--- config.mk ---
export PLATFORM = sky130hd
export DESIGN_NAME = seg_scan_ctrl
export DESIGN_NICKNAME = d
export VERILOG_FILES = /design/src/rtl/seg_scan_ctrl.sv
export SDC_FILE = /design/constraint.sdc
export NUM_CORES = 1
export LEC_CHECK = 0
export ABC_CLOCK_PERIOD_IN_PS = 2500
export BUFFER_PORTS_ARGS = -buffer_cell sky130_fd_sc_hd__clkbuf_2
export CORE_ASPECT_RATIO = 0.75
export CORE_UTILIZATION = 39
export CTS_BUF_LIST = sky130_fd_sc_hd__clkbuf_8
export CTS_CLUSTER_SIZE = 40
export DETAILED_ROUTE_END_ITERATION = 8
export HOLD_SLACK_MARGIN = 0.05
export SYNTH_ARGS = -nofsm -noshare
export SYNTH_HDL_FRONTEND = slang
export SYNTH_SLANG_ARGS = --single-unit
--- constraint.sdc ---
create_clock -name clk -period 2.5 [get_ports clk]
set_input_delay 0.25 -clock clk [delete_from_list [all_inputs] [get_ports clk]]
set_output_delay 0.25 -clock clk [all_outputs]
set_load 0.005 [all_outputs]
--- src/rtl/seg_scan_ctrl.sv ---
// Four-digit multiplexed 7-segment scanner sharing one external decoder.
// Display values are double-buffered and swapped only at frame end, so a frame never mixes old and new values.
module seg_scan_ctrl #(
  parameter int SLOT_CYCLES  = 100000,
  parameter int BLANK_CYCLES = 1000,
  parameter int LZ_BLANK     = 1
) (
  input  logic        clk,
  input  logic        reset,
  input  logic [15:0] digits_in,
  input  logic [3:0]  digit_en,
  input  logic        update_req,
  output logic        update_ack,
  output logic [3:0]  dec_nibble,
  input  logic [6:0]  dec_seg,
  output logic [6:0]  seg,
  output logic [3:0]  an,
  output logic        frame_tick
);

  localparam int TW = $clog2(SLOT_CYCLES);
  localparam logic [TW-1:0] TICK_LAST = TW'(SLOT_CYCLES - 1);
  localparam logic [TW-1:0] TICK_BEND = TW'(BLANK_CYCLES - 1);

  typedef enum logic {ST_BLANK, ST_SHOW} state_t;

  state_t          r_state, w_state_nxt;
  logic [TW-1:0]   r_tick;
  logic [1:0]      r_idx;
  logic [3:0][3:0] r_sh_d, r_pd_d;
  logic [3:0]      r_sh_en, r_pd_en;
  logic            r_pd_vld;
  logic [3:0]      r_an, w_an_nxt;
  logic [6:0]      r_seg, w_seg_nxt;
  logic            r_ack, r_ft;

  logic            w_wrap, w_frame_end, w_apply, w_hi_zero;
  logic [3:0]      w_lz, w_vis;

  assign w_wrap      = (r_tick == TICK_LAST);
  assign w_frame_end = w_wrap && (r_idx == 2'd3);
  assign w_apply     = w_frame_end && r_pd_vld;
  assign dec_nibble  = r_sh_d[r_idx];

  // A digit is a leading zero when it and every digit to its left are zero.
  always_comb begin
    w_lz      = '0;
    w_hi_zero = 1'b1;
    for (int i = 3; i >= 1; i--) begin
      w_hi_zero = w_hi_zero && (r_sh_d[i] == 4'h0);
      w_lz[i]   = (LZ_BLANK != 0) && w_hi_zero;
    end
    w_vis = r_sh_en & ~w_lz;
  end

  always_comb begin
    w_state_nxt = r_state;
    w_an_nxt    = 4'b1111;
    w_seg_nxt   = 7'b1111111;
    case (r_state)
      ST_BLANK: if (r_tick == TICK_BEND) w_state_nxt = ST_SHOW;
      ST_SHOW: begin
        if (w_wrap) w_state_nxt = ST_BLANK;
        if (w_vis[r_idx]) begin
          w_an_nxt  = ~(4'b0001 << r_idx);
          w_seg_nxt = dec_seg;
        end
      end
      default: w_state_nxt = ST_BLANK;
    endcase
  end

  always_ff @(posedge clk) begin
    if (reset) begin
      r_state <= ST_BLANK;
      r_tick  <= '0;
      r_idx   <= 2'd0;
      r_an    <= 4'b1111;
      r_seg   <= 7'b1111111;
      r_ack   <= 1'b0;
      r_ft    <= 1'b0;
    end else begin
      r_state <= w_state_nxt;
      r_tick  <= w_wrap ? '0 : r_tick + TW'(1);
      if (w_wrap) r_idx <= r_idx + 2'd1;
      r_an    <= w_an_nxt;
      r_seg   <= w_seg_nxt;
      r_ack   <= w_apply;
      r_ft    <= w_frame_end;
    end
  end

  // A request on the apply cycle refills pending while the old pending value moves to shadow.
  always_ff @(posedge clk) begin
    if (reset) begin
      r_sh_d   <= '0;
      r_sh_en  <= 4'b0001;
      r_pd_d   <= '0;
      r_pd_en  <= 4'b0000;
      r_pd_vld <= 1'b0;
    end else begin
      if (w_apply) begin
        r_sh_d  <= r_pd_d;
        r_sh_en <= r_pd_en;
      end
      if (update_req) begin
        r_pd_d   <= digits_in;
        r_pd_en  <= digit_en;
        r_pd_vld <= 1'b1;
      end else if (w_apply) begin
        r_pd_vld <= 1'b0;
      end
    end
  end

  assign an         = r_an;
  assign seg        = r_seg;
  assign update_ack = r_ack;
  assign frame_tick = r_ft;

endmodule

# After elaboration in Yosys (flattened, before gate mapping)
# Index checks and enable logic that the tools add are counted.
[totals]
regBits = 74
in_bits = 30
elab_cells = 49
[classes]
add_sub_neg = 2
n_lt_le_gt_ge = 1
eq_ne = 3
shifts = 1
mux = 9
bitwise_logic = 5
n_reduce_logical = 10
[op_table]
columns = ["operator", "n"]
rows = [
  ["adder 17 x 1 -> 17 bit, second input constant", 1],
  ["== test 17 x 10 -> 1 bit, second input constant", 1],
  ["== test 17 bit, second input constant", 1],
  ["zero test 4 bit", 3],
  ["binary-select mux 4 bit (select 2 bit)", 1],
  ["inverter 4 bit", 2],
  ["two-way mux 1 bit", 5],
  ["AND 4 bit", 1],
  ["logical AND 1 bit", 4],
  ["two-way mux 4 bit", 1],
  ["left shift 1 x 2 -> 4 bit, first input constant", 1],
  ["< comparator 2 x 3 -> 1 bit, second input constant", 1],
  ["OR reduction 3 bit", 1],
  ["adder 2 x 1 -> 2 bit, second input constant", 1],
  ["binary-select mux 1 bit (select 2 bit)", 1],
  ["== test 2 bit, second input constant", 1],
  ["inverter 1 bit", 2],
  ["case mux 1 bit (2 select lines)", 1],
  ["nonzero test 2 bit", 1],
  ["OR reduction 2 bit", 1],
]

# Depth between registers and ports, before layout
# Gate-level depths: netlist of run 1.
[depth]
depth_word = 9
depth_mapped = 6
depth_no_buf = 5

# Worst setup path before layout of run 1
# No wires, ideal clock.
[synth_path]
path_kind = "flip-flop to flip-flop"
startpoint = "reg r_tick[0]"
endpoint = "reg r_tick[16]"
setup_ns = 0.070
t_arrival_ns = 1.589
t_required_ns = 2.430
slack_ns = 0.841
stages_incl_launch_ff = 6
synth_period_minus_slack_ns = 1.659
path_cell_list = "dfxtp_1 ha_1 nand2_1 or4_1 or3_1 a21oi_1"
[synth_between]
elab_chain_len = 2
[synth_rtl]
columns = ["item", "line", "source"]
rows = [
  ["start: declaration", "28", "logic [TW-1:0] r_tick;"],
  ["start signal: assignment", "84", "r_tick <= w_wrap ? '0 : r_tick + TW'(1);"],
  ["branches (longest 2 deep; another with adder 17 x 1 -> 17 bit)", "--", ""],
]
# Parallel ways; which one is timed is not known.
# A chain may end at the register's enable or synchronous reset.

# Worst setup path in the final report of run 1
[layout_path]
startpoint = "reg r_idx[0]"
endpoint = "out dec_nibble[3]"
[layout_between]
elab_chain_len = 2
[layout_rtl]
columns = ["item", "line", "source"]
rows = [
  ["start: declaration", "29", "logic [1:0] r_idx;"],
  ["start signal: assignment", "85", "if (w_wrap) r_idx <= r_idx + 2'd1;"],
  ["binary-select mux 4 bit (select 2 bit)", "43", "assign dec_nibble = r_sh_d[r_idx];"],
  ["two-way mux 4 bit (implied by the code)", "43", ""],
  ["end: declaration", "14", "output logic [3:0] dec_nibble,"],
]
# No other way between the ends. The select of a mux whose other input is x is not followed.

==> results.json, run 1 <==
{
  "drv_cap": 0,
  "synth_xor_area_share_pct": 4.021,
  "peakVddDrop_mv": 0.2231,
  "grt_pass1_wl_um": 11320,
  "synth-simple-area-share_pct": 22.36,
  "path_class": "reg -> out",
  "finalNetCount": 396,
  "p_per_area_nw_per_um2": 610.2,
  "finClkSkew_ps": 7.622,
  "syn-cell-area_um2": 3049,
  "final_common_cell": "dfxtp_1",
  "hold_path_startpoint": "dec_seg[6]",
  "finalMaxSlewViolations": 0,
  "ys_types": 40,
  "postLayoutCoreUtil_pct": 47.14,
  "finalCriticalPeriod_ps": 1928,
  "clk_pin_slew_ps": 70,
  "num_io_pins": 47,
  "cts_inserted_buffers": 9,
  "tightest_slew_ps": 721.1,
  "synth_top_family_by_area": "simple AND/OR/NAND/NOR gates",
  "r2r_end": "r_tick[16]",
  "rows": 27,
  "cp_max_fo": 11,
  "ant_nets": 0,
  "hold_slack_ps": 90.13,
  "yosysWarnings": 0,
  "drt_wl_total_um": 6575,
  "power.leakage_nw": 1.354,
  "drc": 0,
  "initial_core_util_pct": 40.84,
  "arrival_ps": 1680,
  "cts_sinks": 74,
  "synth_top_flop_cell": "dfxtp_1",
  "ys_ff_latch": 74,
  "setup_viol_count_final": 0,
  "synth_area_leaders": "dfxtp_1 (49%), mux2i_1 (7.6%), nor2_1 (4.9%)",
  "tns_ps": 0,
  "r2r_start": "r_tick[0]",
  "syn_nets": 356,
  "synth_compound_area_share_pct": 8.166,
  "synth_area_leader_cell": "dfxtp_1",
  "critPathRequiredTime_ps": 2250,
  "tritoncts": "done",
  "die_w_um": 104.1,
  "cts_resized": 0,
  "n_fill_cell": 739,
  "ys_seq_area_share_pct": 48.58,
  "root_buffer": "clkbuf_8",
  "synth-adder-area-share_pct": 2.052,
  "hold_class": "in -> reg",
  "holdPathEnd": "seg[6]",
  "grt_max_degree": 28,
  "antenna_cells": 0,
  "grt_setup_unrepaired": "false",
  "area_growth_pct": 15.43,
  "postPlaceCellArea_um2": 3346,
  "die_h_um": 78.58,
  "synthArstFlopShare_pct": 0,
  "syn_avg_cell_area_um2": 9.499,
  "design_area_um2": 3520,
  "fmax_mhz": 518.6,
  "grt_pass1_vias": 2353,
  "reg2reg_depth": 5,
  "port_buffers": 46,
  "worstSetupEndpointType": "primary output",
  "drive_above_1_share_pct": 20.88,
  "postCtsSetupRepairBufs": 0,
  "seq_area_um2": 1481,
  "antenna_found_initial": 0,
  "via_per_inst": 5.196,
  "status": "finished, final reports clean",
  "htreeDepth": 3,
  "clock_latency_ps": 340,
  "grt_use_total_pct": 17.64,
  "hold_viol": 0,
  "slew_headroom_pct": 51.93,
  "core-area_um2": 7466,
  "finalCritPeriodShare_pct": 77.13,
  "final_cell_mix": "dfxtp_1 (74), clkbuf_2 (46), nor2_1 (40)",
  "wl_per_cell_um": 14.14,
  "worstHoldPathCells": 2,
  "gr-total-overflow": 0,
  "reg2reg_slack_ps": 640,
  "dp_hpwl_um": 4503,
  "synth_edf_count": 0,
  "cp-start-kind": "flip-flop",
  "cts_max_path_buffers": 2,
  "multiInputGateArea_um2": 1436,
  "syn_inst": 321,
  "synth_top_area_share_pct": 48.58,
  "cts_hold_buf": 0,
  "die_area_um2": 8180,
  "place.gp.congestion": 0.8051,
  "first_pass_iters": 4,
  "synthMuxAreaShare_pct": 10.50,
  "first_iter_violations": 120,
  "vias": 2416
}
-- flip-flops by register name (all words and copies together), names as in the netlist --
register,count
r_state,1
r_sh_en,4
an,4
r_pd_en,4
r_sh_d,16
frame_tick,1
r_pd_d,16
update_ack,1
r_pd_vld,1
seg,7
r_idx,2
r_tick,17
-- kinds of logic (layout without fill, tap and decap cells) --
kind of cell,Yosys count,in the layout
and+or+nand+nor,124,124
DFF,74,74
AOI/OAI and AO/OA,47,47
buffers and inverters,30,73
muxes,27,27
xor gates and xnor gates,14,14
adders and majority gates,5,5
-- cells in the mapped netlist, types with 2 or more instances --
cell and count:
dfxtp_1 74, nor2_1 40, mux2i_1 23, nand4_1 23, a21oi_1 22, o21ai_1 16
nand2_1 14, clkbuf_1 12, xnor2_1 12, nand2b_1 8, nor4_1 8, inv_1 7
buf_2 6, nand3_1 6, nor3_1 6, ha_1 5, o21ai_0 5, mux4_2 4
and3_1 3, buf_1 3, and2_1 2, and4_1 2, nor4_2 2, xor2_1 2
-- worst max-delay path, stage by stage, from the launching register on --
cell      delay, ps
dfxtp_1         630
mux4_2          580
clkbuf_2        130
-- area by class of cell --
class                           instances  share of cell area [%]
Clock buffer                            9                   3.519
Clock inverter                          5                   1.422
Inverter                                7                  0.7465
Multi-Input combinational cell        217                   40.81
Sequential cell                        74                   42.09
Tap cell                              101                   3.590
Timing Repair Buffer                   52                   7.821
-- report_power, final --
| group | switching [W] | internal (W) |
|---|---|---|
| clock | 0.000399 | 0.000441 |
| combinational | 0.0000449 | 0.0000434 |
| sequential | 0.0000164 | 0.00120 |
-- metrics by stage --
| stage | total power, W | instances | setup WS [ps] |
|---|---|---|---|
| after detailed placement | 0.001335 | 451 | 671.3 |
| after floorplan | 0.001298 | 321 | 841.4 |
| final | 0.002148 | 465 | 571.7 |
| after global routing | 0.002252 | 465 | 463.1 |
| after global placement | 0.001333 | 451 | 689.2 |
| after CTS | 0.002185 | 465 | 553.6 |
-- layer usage --
layer  track usage [%]  wire (um)  up-vias
met5                 0          0        -
met4             5.143         70        0
met3             6.312        369        7
met2             25.73       2647       74
met1             24.29       3487     1119
li1                  -          -     1216
-- how the worst max path moves through the flow --
| stage | depth (start not counted) | from | slack [ps] | end |
|---|---|---|---|---|
| global route | 2 | r_idx[0] | 460 | dec_nibble[3] |
| global placement | 5 | r_tick[0] | 690 | r_tick[16] |
| finish | 2 | r_idx[0] | 570 | dec_nibble[3] |
| detailed placement | 5 | r_tick[0] | 670 | r_tick[16] |
| CTS | 2 | r_idx[0] | 550 | dec_nibble[3] |
| floorplan | 5 | r_tick[0] | 840 | r_tick[16] |
Power figures use the tool's default switching activity.
==> run 2, diff against run 1 <==
--- a/config.mk
+++ b/config.mk
@@ -5,7 +5,7 @@
 export SDC_FILE = /design/constraint.sdc
 export NUM_CORES = 1
 export LEC_CHECK = 0
-export ABC_CLOCK_PERIOD_IN_PS = 2500
+export ABC_CLOCK_PERIOD_IN_PS = 1550
 export BUFFER_PORTS_ARGS = -buffer_cell sky130_fd_sc_hd__clkbuf_2
 export CORE_ASPECT_RATIO = 0.75
 export CORE_UTILIZATION = 39
==> constraint.sdc (replaced) <==
create_clock -name clk -period 1.55 [get_ports clk]
set_input_delay 0.155 -clock clk [delete_from_list [all_inputs] [get_ports clk]]
set_output_delay 0.155 -clock clk [all_outputs]
set_load 0.005 [all_outputs]
==> results.json, run 2 (synthesized netlist as in run 1, its figures left out) <==
{
  "status": "complete, but fails checks",
  "violations": "negative setup slack",
  "finClkSkew_ps": 5.431,
  "arrival_ps": 1870,
  "finalNetCount": 451,
  "cts_max_path_buffers": 2,
  "largest_reg_flops": 17,
  "finalMaxSlewViolations": 0,
  "via_per_inst": 5.084,
  "postLayoutCoreUtil_pct": 56.86,
  "path_class": "reg -> reg",
  "port_buffers": 46,
  "regMostFlops": "r_tick",
  "place_ws_ps": -78.26,
  "hold_slack_ps": 62.82,
  "critPathRequiredTime_ps": 1810,
  "multiInputGateArea_um2": 1530,
  "seq_area_um2": 1499,
  "die_w_um": 104.1,
  "num_io_pins": 47,
  "core-area_um2": 7466,
  "grt_max_degree": 26,
  "setup_viol_count_final": 9,
  "cp-start-kind": "flip-flop",
  "tritoncts": "done",
  "drv_cap": 0,
  "gr-total-overflow": 0,
  "die_area_um2": 8180,
  "r2r_start": "r_tick[0]",
  "grt_use_total_pct": 18.26,
  "die_h_um": 78.58,
  "final_cell_mix": "dfxtp_1 (64), clkbuf_2 (46), nor2_1 (40)",
  "antenna_found_initial": 0,
  "worstSetupEndpointType": "flip-flop",
  "cp_max_fo": 7,
  "antenna_cells": 0,
  "layout_setup_ws_ps": -57.61,
  "grt_pass1_vias": 2433,
  "rows": 27,
  "ant_nets": 0,
  "p_per_area_nw_per_um2": 904.3,
  "wl_per_cell_um": 14.07,
  "crit_path_start": "r_tick[0]",
  "drive_above_1_share_pct": 33.02,
  "fmax_mhz": 622.0,
  "grt_pass1_wl_um": 11790,
  "tns_ps": -223.8,
  "drc": 0,
  "tightest_slew_ps": 436.8,
  "finalCriticalPeriod_ps": 1608,
  "n_fill_cell": 677,
  "peakVddDrop_mv": 0.3876,
  "clock_latency_ps": 340,
  "design_area_um2": 4245,
  "drt_wl_total_um": 7343,
  "place.gp.congestion": 0.8211,
  "grt_setup_unrepaired": "true",
  "hold_class": "in -> reg",
  "first_iter_violations": 180,
  "area_growth_pct": 39.23,
  "root_buffer": "clkbuf_8",
  "postPlaceCellArea_um2": 3606,
  "clk_pin_slew_ps": 80,
  "final_common_cell": "dfxtp_1",
  "dp_hpwl_um": 4867,
  "r2r_end": "r_sh_d[8]",
  "slew_headroom_pct": 70.47,
  "worstHoldPathCells": 3,
  "cts_sinks": 74,
  "reg2reg_slack_ps": -60,
  "crit_end": "r_sh_d[8]",
  "hold_viol": 0,
  "first_pass_iters": 4,
  "initial_core_util_pct": 40.84,
  "htreeDepth": 3,
  "cts_inserted_buffers": 9,
  "finalCritPeriodShare_pct": 103.7,
  "vias": 2654,
  "reg2reg_depth": 7,
  "power.leakage_nw": 1.680,
  "reg_top3": "r_tick x17, r_pd_d x16, r_sh_d x16"
}
run 2: worst min path at each step:
stage / start / to / slack, ps
after floorplan: dec_seg[0] / seg[0] / 260
after global placement: dec_seg[3] / seg[3] / 340
after CTS: digits_in[11] / r_pd_d[11] / 50
after global routing: digit_en[1] / r_pd_en[1] / 60
final: digits_in[11] / r_pd_d[11] / 60
after detailed placement: dec_seg[2] / seg[2] / 340
run 2: power by group:
group | leakage [nW] | internal (W) | switching (W)
Clock | 0.121 | 0.000989 | 0.000684
Sequential | 0.607 | 0.00194 | 0.0000275
Combinational | 0.952 | 0.000116 | 0.0000852
run 2: metrics by stage:
step,total power [W],std cells
floorplan,0.002099,321
global placement,0.002164,480
detailed placement,0.002170,480
CTS,0.003887,519
global route,0.004001,522
finish,0.003839,522
run 2: layout make-up:
type / count / share of cell area [%]
Tap cell: 101 / 2.977
Clock buffer: 11 / 3.566
Timing Repair Buffer: 107 / 19.66
Clock inverter: 5 / 1.827
Multi-Input combinational cell: 217 / 36.04
Sequential cell: 74 / 35.31
Inverter: 7 / 0.6189
run 2: worst max-delay path, cell delays in order (launching register included):
cell	delay [ps]
dfxtp_2	360
ha_4	140
buf_6	90
and4bb_4	270
and3_4	220
buf_6	130
nand4_1	130
a21oi_1	180
run 2: repair_timing:
action,4_1_cts,5_1_grt
pin swaps,5,42
setup endpoints to repair,29,55
resized for setup,15,23
gates cloned,1,3
hold endpoints to repair,19,0
hold buffers,19,0
setup buffers,3,0
run 2: layer usage:
layer / routed length (um) / up-vias / global-route usage [%]
met5: 0 / - / 0
met4: 53 / 0 / 5.286
met3: 344 / 4 / 4.734
met2: 3143 / 67 / 26.80
met1: 3802 / 1245 / 26.17
li1: - / 1338 / -
